===== src/rtl/pipeline_restoring_divider_module.sv =====
// rtl/pipeline_restoring_divider_module.sv - 16/8 unsigned restoring divider, one step per clock
// DIVIDER_ZERO_CHECK_EN: divisor=0 bypasses CALC and reports div_zero one cycle after start.
module pipeline_restoring_divider_module (
  input  logic        clk,
  input  logic        rst_n,
  input  logic        start,
  input  logic [15:0] dividend,
  input  logic [7:0]  divisor,
  output logic        busy,
  output logic        done,
  output logic [15:0] quotient,
  output logic [7:0]  remainder,
  output logic        div_zero
);

  typedef enum logic [1:0] {IDLE = 2'd0, CALC = 2'd1, DONE = 2'd2} state_t;

  state_t      state_q, state_d;
  logic [4:0]  cnt_q, cnt_d;
  logic [15:0] dvd_q, dvd_d;
  logic [7:0]  dvs_q, dvs_d;
  logic [7:0]  rem_q, rem_d;
  logic [15:0] quo_q, quo_d;
  logic [15:0] quotient_q, quotient_d;
  logic [7:0]  remainder_q, remainder_d;
  logic        accept;
  logic [8:0]  shifted;
  logic [7:0]  diff;
  logic        ge;
`ifdef DIVIDER_ZERO_CHECK_EN
  logic        pend_q, pend_d;
  logic        div_zero_q, div_zero_d;
`endif

  // When ge holds, the true difference is below the divisor, so 8 bits suffice.
  assign shifted = {rem_q, dvd_q[15]};
  assign ge      = (shifted >= {1'b0, dvs_q});
  assign diff    = shifted[7:0] - dvs_q;

`ifdef DIVIDER_ZERO_CHECK_EN
  assign accept   = start && ((state_q == IDLE) || (state_q == DONE)) && !pend_q;
  assign div_zero = div_zero_q;
`else
  assign accept   = start && ((state_q == IDLE) || (state_q == DONE));
  assign div_zero = 1'b0;
`endif

  assign busy      = (state_q == CALC);
  assign done      = (state_q == DONE);
  assign quotient  = quotient_q;
  assign remainder = remainder_q;

  always_comb begin
    state_d     = state_q;
    cnt_d       = cnt_q;
    dvd_d       = dvd_q;
    dvs_d       = dvs_q;
    rem_d       = rem_q;
    quo_d       = quo_q;
    quotient_d  = quotient_q;
    remainder_d = remainder_q;
`ifdef DIVIDER_ZERO_CHECK_EN
    pend_d      = pend_q;
    div_zero_d  = div_zero_q;
`endif
    case (state_q)
      IDLE, DONE: begin
        state_d = IDLE;
`ifdef DIVIDER_ZERO_CHECK_EN
        if (pend_q) begin
          state_d     = DONE;
          pend_d      = 1'b0;
          quotient_d  = 16'hFFFF;
          remainder_d = dvd_q[7:0];
          div_zero_d  = 1'b1;
        end else
`endif
        if (accept) begin
          state_d = CALC;
          cnt_d   = 5'd0;
          dvd_d   = dividend;
          dvs_d   = divisor;
          rem_d   = 8'd0;
          quo_d   = 16'd0;
`ifdef DIVIDER_ZERO_CHECK_EN
          if (divisor == 8'd0) begin
            state_d = IDLE;
            pend_d  = 1'b1;
          end
`endif
        end
      end
      CALC: begin
        if (cnt_q == 5'd16) begin
          state_d     = DONE;
          quotient_d  = quo_q;
          remainder_d = rem_q;
`ifdef DIVIDER_ZERO_CHECK_EN
          div_zero_d  = 1'b0;
`endif
        end else begin
          cnt_d = cnt_q + 5'd1;
          rem_d = ge ? diff : shifted[7:0];
          quo_d = {quo_q[14:0], ge};
          dvd_d = {dvd_q[14:0], 1'b0};
        end
      end
      default: state_d = IDLE;
    endcase
  end

  always_ff @(posedge clk or negedge rst_n) begin
    if (!rst_n) begin
      state_q     <= IDLE;
      cnt_q       <= 5'd0;
      dvd_q       <= 16'd0;
      dvs_q       <= 8'd0;
      rem_q       <= 8'd0;
      quo_q       <= 16'd0;
      quotient_q  <= 16'd0;
      remainder_q <= 8'd0;
`ifdef DIVIDER_ZERO_CHECK_EN
      pend_q      <= 1'b0;
      div_zero_q  <= 1'b0;
`endif
    end else begin
      state_q     <= state_d;
      cnt_q       <= cnt_d;
      dvd_q       <= dvd_d;
      dvs_q       <= dvs_d;
      rem_q       <= rem_d;
      quo_q       <= quo_d;
      quotient_q  <= quotient_d;
      remainder_q <= remainder_d;
`ifdef DIVIDER_ZERO_CHECK_EN
      pend_q      <= pend_d;
      div_zero_q  <= div_zero_d;
`endif
    end
  end

endmodule


===== config.mk =====
export PLATFORM = sky130hd
export DESIGN_NAME = pipeline_restoring_divider_module
export DESIGN_NICKNAME = d
export VERILOG_FILES = /design/src/rtl/pipeline_restoring_divider_module.sv
export SDC_FILE = /design/constraint.sdc
export NUM_CORES = 1
export LEC_CHECK = 0
export CORE_AREA = 2 2 100 102
export DETAILED_ROUTE_END_ITERATION = 10
export DIE_AREA = 0 0 102 104
export SLEW_MARGIN = 15
export SYNTH_ARGS = -nofsm -noshare
export SYNTH_HDL_FRONTEND = slang
export SYNTH_SLANG_ARGS = --single-unit

===== constraint.sdc =====
create_clock -name clk -period 4.9 [get_ports clk]
set_clock_uncertainty 0.1 [all_clocks]
set_input_delay 0.735 -clock clk [delete_from_list [all_inputs] [get_ports clk]]
set_output_delay 0.735 -clock clk [all_outputs]
set_load 0.05 [all_outputs]

======== After elaboration in Yosys (flattened, before gate mapping) ========
Index checks and enable logic that the tools add are counted.
word-level totals
  bits in registers ....................... 79
  output and inout port bits .............. 27
  logic and storage cells ................. 41
cells by class
  $add $sub $neg .......................... 2
  order comparisons ....................... 1
  equal/unequal tests ..................... 6
  muxes and demuxes ....................... 16
  reductions and logical operators ........ 8
operator list
  kind                                                    count
  two-way mux 16 bit                                      4
  case mux 16 bit (2 select lines)                        2
  two-way mux 8 bit                                       3
  case mux 8 bit (2 select lines)                         1
  two-way mux 5 bit                                       2
  case mux 5 bit (2 select lines)                         1
  >= comparator 9 x 8 -> 1 bit                            1
  subtractor 8 bit                                        1
  adder 5 x 1 -> 5 bit (second input constant)            1
  == test 5 bit (second input constant)                   1
  inequality test 2 bit (second input constant)           2
  case mux 2 bit (2 select lines)                         1
  AND reduction 2 bit                                     2
  AND reduction 3 bit                                     1
  == test 2 x 1 -> 1 bit (second input constant)          1
  == test 2 bit (second input constant)                   1
  zero test 2 bit                                         1
  two-way mux 2 bit                                       1
  inequality test 2 x 1 -> 1 bit (second input constant)  1
  nonzero test 2 bit                                      1
  OR reduction 2 bit                                      1
  logical AND 1 bit                                       1
  logical OR 1 bit                                        1
  two-way mux 1 bit                                       1

======== Depth between registers and ports, before layout ========
  depth after elaboration ................. 5
  gate-level depth with buffers ........... 10
  gate-level depth less buffers ........... 8

======== Worst setup path before layout ========
OpenSTA, ideal clock, no wires.
  path type ............................... register to output
  from .................................... register state_q[0]
  to ...................................... output busy
  arrival time ............................ 1.325 ns
  data required time ...................... 4.065 ns
  slack ................................... 2.740 ns
  stages on the path, launching flop included .. 4
  buffers on the path ..................... 2
  cell sequence ........................... dfrtp_1 > nor2b_1 > buf_2 > clkbuf_1
on the way
  longest elaborated chain between the ends .. 1
ends and longest elaborated chain
  element                   RTL line  source
  start: declaration        18        state_t state_q, state_d;
  start signal: assignment  127       state_q <= state_d;
  == test 2 x 1 -> 1 bit    48        assign busy = (state_q == CALC);
  end: declaration          9         output logic busy,
No other way between the ends.

======== Worst setup path in the final report ========
Same ends and word-level chain as after synthesis.

==> metrics.md <==
| Metric | Value |
|---|---|
| Status | `finished, final reports clean` |
| Starting DRT DRC Count | `138` |
| Least-Margin Pin Slew | `1.01 ns` |
| Gr ovfl total | `0` |
| Wire per inst | `13.1 um` |
| Number of cells produced by synthesis | `410` |
| Crit path launch type | `flip-flop` |
| CP endpoint kind | `output pin` |
| Number of global-route vias before repair | `2,739` |
| Synth Net Count | `448` |
| Clock Path Buffers | `2` |
| First-pass GRT wire length | `13.4 mm` |
| Worst endpoint required time | `4.07 ns` |
| Final Hold Viols | `0` |
| WHS Endpoint | `remainder[3]` |
| Max-cap violations | `0` |
| Top Layer Used | `met4` |
| Post-CTS sizing | `0` |
| Reg-to-reg slack, setup | `2.48 ns` |
| Final setup fails | `0` |
| R2R cell count | `7` |
| Worst Hold Depth | `2` |
| Row Count | `36` |
| Comb power frac | `0.526` |
| Worst-path fanout max | `5` |
| Reg2reg end | `rem_q[4]` |
| Vias per inst | `4.72` |
| Register area share after synthesis | `0.529` |
| Post-CTS setup buffer count | `0` |
| Clk slew on worst S/H paths | `0.09 ns` |
| H-tree Lvls | `3` |
| Worst hold path type | `flip-flop to flip-flop` |
| Dpl hpwl | `5.15 mm` |
| Chip height | `104 um` |
| PortBufs | `52` |
| Routability cong. | `0.777` |
| Worst hold start | `remainder[3]` |
| EDFF count, synth | `0` |
| Final net count | `491` |
| Pin count of the biggest net entering global routing | `80` |
| Fin cells | `591` |
| RSZ-0062 raised after global routing | `false` |
| Top FF cell, synth | `dfrtp_1` |
| DR DRC count | `0` |
| Flop pwr share | `0.327` |
| Peak supply drop | `0.219 mV` |
| Worst EP arrival | `1.83 ns` |
| All-Layer GR Usage | `0.160` |
| Max transition margin | `0.329` |
| Async set or reset register ratio after synthesis | `1.00` |
| Area growth syn-to-layout | `21.2%` |
| Root buffer cell | `clkbuf_8` |
| DP Worst Slack | `2.04 ns` |
| Leak Pwr | `0.00209 uW` |
| Met2 routed WL | `3.46 mm` |
| Post-layout min period | `2.66 ns` |
| Metal-1 WL | `3.92 mm` |
| Internal power | `1860 uW` |
| Clock Power Share | `0.147` |
| Setup TNS | `0 ns` |
| Slew Limit Fails | `0` |
| Starting Density | `0.391` |
| CTS sink count | `79` |
| Tcrit/Tclk final | `0.543` |
| Total core area | `9550 sq um` |
| Pwr dens | `758 nW/um^2` |
| R2r startpoint | `dvs_q[1]` |
| Clock Latency Late Sink | `0.35 ns` |
| Hold Buf Count CTS | `0` |
| Psw | `1570 uW` |
| Yosys reg bits | `79` |
| Total Wirelength | `7.73 mm` |
| Placed Cells | `575` |
| Die X | `102 um` |
| Overall die area | `10,600 sq um` |
| Initial antenna violation count | `0` |
| CTS Buf Count | `9` |
| FILL cells | `983` |
| Fraction of layout cells with a size suffix above 1 | `0.0764` |
| DRT antenna net count | `0` |
| TritonRoute pass-1 iters | `4` |
| Switching power share of the total | `0.458` |
| Yosys cell types | `47` |
| Critical path class | `flip-flop to output pin` |
| Yosys warning total | `0` |
| Io pins | `54` |
| CTS tree | `done` |
| Mapped Area | `3740 sq um` |
| Met3 WL | `259 um` |
| FMAX | `0.376 GHz` |
| Diode count | `0` |
| Syn avg cell area | `9.12 sq um` |
| Setup ws final | `2.24 ns` |
| Vias | `2,788` |
-- metrics by stage --
stage,total power [uW],instance area [sq um],hold slack (ns),utilization
after detailed placement,2940,4320,0.362,0.453
final,3430,4530,0.376,0.474
after global placement,2900,4320,0.357,0.453
after floorplan,2510,3740,0.338,-
after global routing,3750,4530,0.397,0.474
after CTS,3460,4530,0.384,0.474
-- power groups by stage --
stage / Sequential [uW] / Clock (uW) / Combinational, uW
2_1_floorplan: 1340 / 0 / 1180
3_3_place_gp: 1130 / 0 / 1770
3_5_place_dp: 1140 / 0 / 1800
5_1_grt: 1160 / 550 / 2030
4_1_cts: 1120 / 520 / 1820
6_report: 1120 / 503 / 1810
-- worst max-delay path by stage --
stage               cells past startpoint       end  startpoint
finish                                  2      busy  state_q[0]
global placement                        6  rem_q[7]       start
global route                            2      busy  state_q[0]
detailed placement                      6  rem_q[7]       start
CTS                                     2      busy  state_q[0]
floorplan                               3      busy  state_q[0]
-- area by class of cell --
class	count	area, sq um	share of cell area
Inverter	16	60.1	0.0133
Tap cell	133	166	0.0368
Timing Repair Buffer	57	556	0.123
Clock inverter	7	80.1	0.0177
Sequential cell	79	1980	0.437
Clock buffer	9	124	0.0274
Multi-Input combinational cell	290	1570	0.346
-- layer usage --
layer / GRT usage / vias up
li1: - / 1445
met2: 0.234 / 43
met5: 0 / -
met4: 0.0514 / 0
met3: 0.0316 / 4
met1: 0.236 / 1296
-- cell families after synthesis --
family / after synthesis / synth area share
simple gates: 191 / 0.220
compound gates: 79 / 0.138
flops: 79 / 0.529
buf+inv: 41 / 0.0529
fa+ha+maj: 11 / 0.0388
xor+xnor: 4 / 0.00937
mux: 4 / 0.0114
other cells: 1 / 0.00100
-- cell usage in the layout, fill, tap and decap left out, drive strengths merged, types with 7 or more instances in the layout --
master and count:
o211ai 8, o21ai 34, nand2 147, dfrtp 79, nor2 12, a22oi 15, clkdlybuf4s50 51, clkbuf 9
ha 10, a21oi 7, nand2b 7, inv 19
-- worst max-delay path, stage by stage (launching register included) --
cell and delay [ns]:
dfrtp_1 0.45, nor2b_1 0.19, clkdlybuf4s50_1 0.83
-- synth_stat cells, types with 2 or more instances --
master | n | area (sq um)
a21oi_2 | 2 | 17.5
nand2b_1 | 7 | 43.8
o21a_1 | 2 | 15.0
dfrtp_1 | 79 | 1980
nor2b_1 | 6 | 37.5
and2_1 | 2 | 12.5
mux2i_1 | 2 | 20.0
xor2_1 | 4 | 35.0
a22oi_1 | 15 | 113
o2111ai_1 | 2 | 17.5
clkbuf_1 | 5 | 18.8
o31ai_1 | 2 | 15.0
mux2_2 | 2 | 22.5
clkbuf_2 | 2 | 10.0
a21oi_1 | 5 | 25.0
buf_4 | 4 | 30.0
nor2_1 | 11 | 41.3
nand4_1 | 3 | 18.8
o22ai_1 | 2 | 12.5
buf_1 | 3 | 11.3
nor3_1 | 2 | 10.0
o211ai_1 | 8 | 60.1
inv_2 | 2 | 7.51
ha_1 | 10 | 125
nand3_1 | 6 | 30.0
inv_1 | 14 | 52.6
nand2_1 | 147 | 552
o21ai_0 | 32 | 160
o31a_1 | 2 | 17.5
buf_6 | 2 | 22.5
buf_2 | 9 | 45.0
-- sequential cells by signal, indices dropped and copies added, names as in the netlist --
name       count
cnt_q          5
dvd_q         16
dvs_q          8
quo_q         16
quotient      16
rem_q          8
remainder      8
state_q        2
Note: power is estimated with default switching activity, not from simulation.
